File: src/rtl/uart_pkg.sv
// uart_pkg: shared UART definitions for the transmitter and receiver.
// Holds the FSM state encoding, the line-level bit constants and the even-parity helper.
package uart_pkg;
  typedef enum logic [2:0] {
    ST_IDLE,
    ST_START,
    ST_DATA,
    ST_PARITY,
    ST_STOP
  } uart_state_e;
  localparam logic UART_START_BIT = 1'b0;
  localparam logic UART_STOP_BIT  = 1'b1;
  localparam int   UART_DATA_BITS = 8;
  function automatic logic even_parity(input logic [7:0] d);
    return ^d;
  endfunction
endpackage

File: src/rtl/uart_bit_timer.sv
// uart_bit_timer: counts 0..CLKS_PER_BIT-1 and wraps; bit_done flags the last cycle of a bit.
module uart_bit_timer #(
  parameter int CLKS_PER_BIT = 8
) (
  input  logic clk,
  input  logic clr,
  input  logic restart,
  output logic bit_done
);
  localparam int W = $clog2(CLKS_PER_BIT);
  logic [W-1:0] cnt_q, cnt_d;
  always_comb begin
    bit_done = cnt_q == W'(CLKS_PER_BIT - 1);
    cnt_d    = (restart || bit_done) ? '0 : cnt_q + 1'b1;
  end
  always_ff @(posedge clk) begin
    if (!clr) cnt_q <= '0;
    else      cnt_q <= cnt_d;
  end
endmodule

File: src/rtl/uart_transmitter.sv
// uart_transmitter: REQ/ACK byte input serialised LSB-first onto XMT as start, 8 data, stop.
// Define UART_TX_PARITY_EN to insert an even-parity bit between data and stop.
module uart_transmitter
  import uart_pkg::*;
#(
  parameter int CLKS_PER_BIT = 8,
  parameter int DATA_BITS    = UART_DATA_BITS
) (
  input  logic       clk,
  input  logic       clr,
  input  logic       XMIT_REQ,
  input  logic [7:0] XMIT_DATA,
  output logic       XMIT_ACK,
  output logic       XMIT_BUSY,
  output logic       XMT
);
  uart_state_e state_q, state_d;
  logic [7:0]  shift_q, shift_d;
  logic [2:0]  idx_q, idx_d;
  logic        xmt_q, xmt_d;
  logic        ack_q, ack_d;
  logic        bit_done;
  uart_bit_timer #(.CLKS_PER_BIT(CLKS_PER_BIT)) u_timer (
    .clk      (clk),
    .clr      (clr),
    .restart  (state_q == ST_IDLE),
    .bit_done (bit_done)
  );
  // The byte is rotated, not shifted, so its parity is still available after the last data bit.
  always_comb begin
    state_d = state_q;
    shift_d = shift_q;
    idx_d   = idx_q;
    xmt_d   = xmt_q;
    ack_d   = (ack_q && !XMIT_REQ) ? 1'b0 : ack_q;
    case (state_q)
      ST_IDLE: begin
        xmt_d = UART_STOP_BIT;
        if (XMIT_REQ && !ack_q) begin
          shift_d = XMIT_DATA;
          ack_d   = 1'b1;
          state_d = ST_START;
          xmt_d   = UART_START_BIT;
        end
      end
      ST_START: if (bit_done) begin
        state_d = ST_DATA;
        xmt_d   = shift_q[0];
        idx_d   = '0;
      end
      ST_DATA: if (bit_done) begin
        if (idx_q == 3'(DATA_BITS - 1)) begin
`ifdef UART_TX_PARITY_EN
          state_d = ST_PARITY;
          xmt_d   = even_parity(shift_q);
`else
          state_d = ST_STOP;
          xmt_d   = UART_STOP_BIT;
`endif
        end else begin
          shift_d = {shift_q[0], shift_q[7:1]};
          xmt_d   = shift_q[1];
          idx_d   = idx_q + 1'b1;
        end
      end
      ST_PARITY: if (bit_done) begin
        state_d = ST_STOP;
        xmt_d   = UART_STOP_BIT;
      end
      ST_STOP: if (bit_done) state_d = ST_IDLE;
      default: begin
        state_d = ST_IDLE;
        xmt_d   = UART_STOP_BIT;
      end
    endcase
  end
  always_ff @(posedge clk) begin
    if (!clr) begin
      state_q <= ST_IDLE;
      shift_q <= '0;
      idx_q   <= '0;
      xmt_q   <= UART_STOP_BIT;
      ack_q   <= 1'b0;
    end else begin
      state_q <= state_d;
      shift_q <= shift_d;
      idx_q   <= idx_d;
      xmt_q   <= xmt_d;
      ack_q   <= ack_d;
    end
  end
  assign XMT       = xmt_q;
  assign XMIT_ACK  = ack_q;
  assign XMIT_BUSY = state_q != ST_IDLE;
endmodule
File: config.mk
export PLATFORM = sky130hd
export DESIGN_NAME = uart_transmitter
export DESIGN_NICKNAME = d
export VERILOG_FILES = /design/src/rtl/uart_pkg.sv /design/src/rtl/uart_bit_timer.sv /design/src/rtl/uart_transmitter.sv
export SDC_FILE = /design/constraint.sdc
export NUM_CORES = 1
export LEC_CHECK = 0
export ABC_AREA = 1
export CAP_MARGIN = 30
export CORE_UTILIZATION = 36
export CTS_CLUSTER_SIZE = 16
export DETAILED_ROUTE_END_ITERATION = 8
export PLACE_DENSITY = 0.59
export RECOVER_POWER = 100
export SLEW_MARGIN = 40
export SYNTH_ARGS = -nofsm -noshare
export SYNTH_HDL_FRONTEND = slang
export SYNTH_SLANG_ARGS = --single-unit
export TNS_END_PERCENT = 30
File: constraint.sdc
create_clock -name clk -period 1.9 [get_ports clk]
set_input_delay 0.57 -clock clk [delete_from_list [all_inputs] [get_ports clk]]
set_output_delay 0.57 -clock clk [all_outputs]
set_load 0.05 [all_outputs]
==> run_results.csv, run 1 <==
group,metric,value,unit
worst_setup_path,crit_path_end_kind,"output pin",
power_and_ir_drop,power.density,1750,nW/um2
power_and_ir_drop,switching_share,49.0,%
placement,place.gp.congestion,0.830,
yosys,yosys.area.top_type,"dfxtp_1",
sta,rsz0062_at_grt,"false",
sta,finalHoldViolCount,0,
route,dr.first_iter.drc_count,19,
power_and_ir_drop,leakage,0.571,nW
power_and_ir_drop,clkPwrFrac,10.5,%
route,vias_per_cell,4.71,
power_and_ir_drop,netSwitchingPower,0.00104,W
sta,fin_crit,1.78,ns
global_route,grt_max_degree,13,
clock_tree,h-tree-depth,1,
yosys,synth_most_common_cell,"nor2_1",
final_layout,fill_cells,267,
clock_tree,cts_buffer_depth,2,
floorplanning,die_y,54.7,um
final_layout,area_delta_synth_final,21.4,%
placement,port_buffers,13,
floorplanning,dieArea,2990,um2
yosys,synth_fp_nets,166,
global_route,grt-ovfl-total,0,
floorplanning,die_w,54.7,um
sta,skew,0.00645,ns
final_layout,diodes,0,
clock_tree,post_cts_buffers,0,
clock_tree,cts_buffers,3,
sta,slew_violations,0,
power_and_ir_drop,comb_power_share,58.9,%
yosys,ys_types,19,
route,final_antenna_net_count,0,
yosys,yosys.area.top_type_share,38.0,%
yosys,ys_warn_count,0,
yosys,synthArstFlopShare,0,%
worst_setup_path,crit_required,1.33,ns
floorplanning,io_pins,14,
power_and_ir_drop,seqPwrFrac,30.6,%
sta,setup_violations,0,
worst_setup_path,critPathKind,"flip-flop to output pin",
clock_tree,root_buffer,"clkbuf_4",
floorplanning,core-area,2540,um2
clock_tree,cts_tree,"yes",
yosys,ys_ff_latch,19,
yosys,synth-main-ff-cell,"dfxtp_1",
sta,fmax,563,MHz
final_layout,final_cell_area,1210,um2
worst_hold_path,hp-class,"flip-flop to flip-flop",
yosys,postSynthCellCount,151,
floorplanning,rows,18,
job,drv_cap,0,
route,num_vias,941,
global_route,track_usage,16.7,%
outcome,status,"completed",
sta,min_period_over_period,93.5,%
global_route,grt_antenna_before_repair,0,
sta,worst_pin_slew,0.596,ns
global_route,grt_pass1_vias,844,
floorplanning,start_util,39.3,%
route,drcViolationCount,0,
yosys,synth_top_cells_by_area,"dfxtp_1, nor2_1, nand2_1",
worst_setup_path,startpoint_type,"flip-flop",
route,routed_wl,2070,um
yosys,syn_area,1000,um2
worst_setup_path,cp.arrival,1.21,ns
route,routedWlPerCell,10.4,um
placement,dp_hpwl,1590,um
power_and_ir_drop,vdd_drop_max,0.868,mV
yosys,ys_seq_area_share,38.0,%
yosys,postSynthAreaPerCell,6.62,um2
sta,slew_headroom,60.4,%
clock_tree,clock_latency,0.31,ns
placement,place_area,1190,um2
route,drt-pass1-iter-count,4,
sta,setup_tns,0,ns
final_layout,fin_nets,186,
clock_tree,cts_sinks,19,
clock_tree,cts_hold_buf,0,
power_and_ir_drop,p_int,0.00108,W
clock_tree,worst_setup_hold_path_clk_slew,0.12,ns
yosys,synth_edf_count,0,
yosys,netlist_top_cells_count,"nor2_1, nand2_1, dfxtp_1",
global_route,grt_pass1_wl,3540,um
final_layout,drive_above_1_share,9.41,%
worst_setup_path,cp_max_fo,6,
==> worst max-delay path: stages (launching register included) <==
cell and delay (ns):
dfxtp_1 0.52, nor2_4 0.09, nand2_1 0.14, buf_12 0.15
==> final cells by class <==
cell class / instances / area, um2 / share of cell area [%]
clock buffer: 3 / 22.5 / 1.86
clock inverter: 1 / 7.51 / 0.619
inverter: 16 / 60.1 / 4.95
multi-input combinational: 114 / 548 / 45.2
sequential: 19 / 380 / 31.3
tap: 30 / 37.5 / 3.09
timing repair buffer: 17 / 158 / 13.0
==> layout by cell type (no fill, tap or decap) <==
master / n
inv_1: 15
nor2_1: 36
o21ai_0: 15
a21oi_4: 1
o21ai_1: 2
nand3_1: 9
nand2_1: 36
dfxtp_1: 19
nor2_4: 2
a21oi_1: 5
clkdlybuf4s50_1: 10
clkbuf_4: 3
clkinvlp_4: 1
nand4_1: 1
clkbuf_1: 2
inv_2: 1
ha_1: 4
buf_12: 1
buf_4: 4
nand2_4: 1
nand2_2: 1
nand3_2: 1
==> what timing repair did <==
action | in CTS | in global routing
endpoints found under the setup margin | 0 | 1
gates resized for setup | 0 | 1
hold endpoints to repair | 0 | 0
==> sequential cells by signal (all words and copies together) (netlist names) <==
register       flops
shift_q            8
state_q            3
XMT                1
idx_q              3
u_timer.cnt_q      3
XMIT_ACK           1
==> stage by stage <==
step / setup slack [ns] / hold slack (ns) / total power [W] / utilization (%) / cells
3_5_place_dp: 0.0782 / 0.419 / 0.00196 / 46.9 / 196
2_1_floorplan: 0.347 / 0.399 / 0.00159 / - / 151
3_3_place_gp: 0.110 / 0.409 / 0.00195 / 46.9 / 196
5_1_grt: 0.0319 / 0.450 / 0.00235 / 47.7 / 200
4_1_cts: 0.0794 / 0.437 / 0.00218 / 48.1 / 200
6_report: 0.124 / 0.441 / 0.00213 / 47.7 / 200
==> per-layer routing <==
metal,global-route usage [%],vias to the layer above,share of wire (%)
li1,-,513,-
met2,26.9,13,46
met3,5.83,5,3.4
met1,20.7,410,50
met4,5.13,0,1.1
met5,0,-,0
==> logic make-up (layout without fill, tap and decap cells) <==
family          count (synthesis)  in the layout  synth area share [%]
buf+inv                        18             37                  6.88
fa+ha+maj                       4              4                  5.01
flops                          19             19                  38.0
simple gates                   87             87                  37.4
compound gates                 23             23                  12.6
==> power groups by stage <==
stage | logic [W] | registers (W) | clock network [W]
CTS | 0.00131 | 0.000647 | 0.000231
global route | 0.00143 | 0.000672 | 0.000245
floorplan | 0.000908 | 0.000684 | 0
global placement | 0.00129 | 0.000652 | 0
finish | 0.00125 | 0.000651 | 0.000223
detailed placement | 0.00130 | 0.000656 | 0
==> final timing paths <==
kind / from / end / slack [ns] / cells after the start
setup / recovery: state_q[0] / XMIT_BUSY / 0.12 / 3
hold / removal: u_timer.cnt_q[0] / u_timer.cnt_q[0] / 0.44 / 1
hold reg to reg: u_timer.cnt_q[0] / u_timer.cnt_q[0] / 0.44 / 1
setup reg to reg: u_timer.cnt_q[0] / shift_q[4] / 0.23 / 9
Note: power is estimated with default switching activity, not from simulation.
==> inputs of run 2 (changes only) <==
Settings changed: CTS_CLUSTER_SIZE 16 to default.
==> results of run 2 <==
Same layout as run 1: the final DEF is identical, and so are final timing and power.
==> inputs of run 3 (changes only) <==
--- a/constraint.sdc
+++ b/constraint.sdc
@@ -3,2 +3,2 @@
 set_output_delay 0.57 -clock clk [all_outputs]
-set_load 0.05 [all_outputs]
+set_load 0.1 [all_outputs]
==> run_results.csv, run 3 (same netlist as run 1, synthesis figures left out) <==
group,metric,value,unit
sta,setup_tns,0,ns
route,routed_wl,2110,um
worst_setup_path,cp.buffers_inverters,1,
sta,hold_slack,0.435,ns
worst_setup_path,startpoint_type,"flip-flop",
route,vias_per_cell,4.78,
final_layout,fin_nets,185,
clock_tree,cts_sinks,19,
final_layout,diodes,0,
route,dr.first_iter.drc_count,16,
worst_setup_path,path_cells,"nor2_4 > nand2_1 > buf_6",
floorplanning,io_pins,14,
floorplanning,rows,18,
worst_setup_path,cp_max_fo,5,
floorplanning,dieArea,2990,um2
sta,worst_pin_slew,0.543,ns
placement,dp_slack,0.0909,ns
power_and_ir_drop,power,0.00222,W
final_layout,largest_reg_flops,8,
global_route,grt-ovfl-total,0,
final_layout,area_delta_synth_final,19.9,%
clock_tree,h-tree-depth,1,
global_route,grt_antenna_before_repair,0,
final_layout,fill_cells,274,
worst_setup_path,crit_path_end_kind,"output pin",
outcome,status,"completed",
sta,finalHoldViolCount,0,
placement,port_buffers,13,
clock_tree,post_cts_buffers,0,
route,drt-pass1-iter-count,5,
route,drcViolationCount,0,
final_layout,regMostFlops,"shift_q",
worst_setup_path,critPathSlowestCell,"dfxtp_1",
sta,fmax,560,MHz
placement,place_area,1210,um2
job,drv_cap,0,
floorplanning,start_util,39.3,%
sta,skew,0.00711,ns
power_and_ir_drop,vdd_drop_max,1.12,mV
route,num_vias,951,
clock_tree,worst_setup_hold_path_clk_slew,0.13,ns
worst_hold_path,hp-class,"flip-flop to flip-flop",
sta,slew_headroom,63.9,%
clock_tree,cts_buffer_depth,2,
clock_tree,clock_latency,0.31,ns
route,routedWlPerCell,10.6,um
worst_setup_path,critPathMaxStageDelay,0.50,ns
sta,fin_crit,1.79,ns
sta,slew_violations,0,
final_layout,final_cell_area,1200,um2
floorplanning,die_w,54.7,um
final_layout,multiInputGateArea,546,um2
global_route,grt_pass1_vias,841,
final_layout,drive_above_1_share,11.2,%
sta,setup_violations,0,
floorplanning,die_y,54.7,um
final_layout,mostFrequentLayoutCell,"nor2_1",
power_and_ir_drop,leakage,0.569,nW
sta,finalWorstSetupSlack,0.114,ns
worst_setup_path,critPathKind,"flip-flop to output pin",
floorplanning,core-area,2540,um2
clock_tree,cts_buffers,3,
global_route,grt_pass1_wl,3450,um
global_route,track_usage,16.2,%
worst_setup_path,crit_required,1.33,ns
global_route,grt_max_degree,14,
sta,rsz0062_at_grt,"false",
power_and_ir_drop,power.density,1860,nW/um2
worst_setup_path,crit_family,"flip-flops",
sta,min_period_over_period,94.0,%
worst_setup_path,cp.arrival,1.22,ns
route,final_antenna_net_count,0,
placement,dp_hpwl,1580,um
final_layout,final_cell_mix,"nor2_1, nand2_1, dfxtp_1, inv_1, o21ai_0",
clock_tree,root_buffer,"clkbuf_4",
clock_tree,cts_tree,"yes",
final_layout,seq_area,382,um2
placement,place.gp.congestion,0.832,
-- run 3: metal layers --
metal | track usage [%] | wire (um) | up-vias
li1 | - | - | 513
met1 | 19.7 | 1030 | 408
met2 | 26.9 | 954 | 23
met3 | 5.00 | 96 | 7
met4 | 5.13 | 29 | 0
met5 | 0 | 0 | -
-- run 3: final cells by class --
class / instances / area share [%]
Inverter: 16 / 5.01
Clock buffer: 3 / 1.88
Tap cell: 30 / 3.13
Multi-Input combinational cell: 114 / 45.5
Sequential cell: 19 / 31.8
Clock inverter: 1 / 0.626
Timing Repair Buffer: 16 / 12.0
-- run 3: final timing paths --
check | cells past startpoint | slack (ns) | from | to
max | 3 | 0.11 | state_q[1] | XMIT_BUSY
min reg2reg | 1 | 0.43 | u_timer.cnt_q[0] | u_timer.cnt_q[0]
max reg2reg | 5 | 0.22 | state_q[1] | idx_q[0]
min | 1 | 0.43 | u_timer.cnt_q[0] | u_timer.cnt_q[0]
-- run 3: repair_timing --
action / CTS / global route
gates resized for setup: 0 / 2
hold buffers: 0 / 0
endpoints found under the setup margin: 0 / 1
-- run 3: metrics by stage --
step,instances,utilization [%]
floorplan,151,-
global placement,195,47.6
detailed placement,195,47.6
CTS,199,48.8
global route,199,47.1
finish,199,47.1
-- run 3: report_power, final --
group	switching [W]	total, W	internal, W	leakage, nW
registers	0.000113	0.000660	0.000547	0.156
logic	0.000924	0.00134	0.000416	0.399
clock network	0.000146	0.000226	0.0000804	0.0139
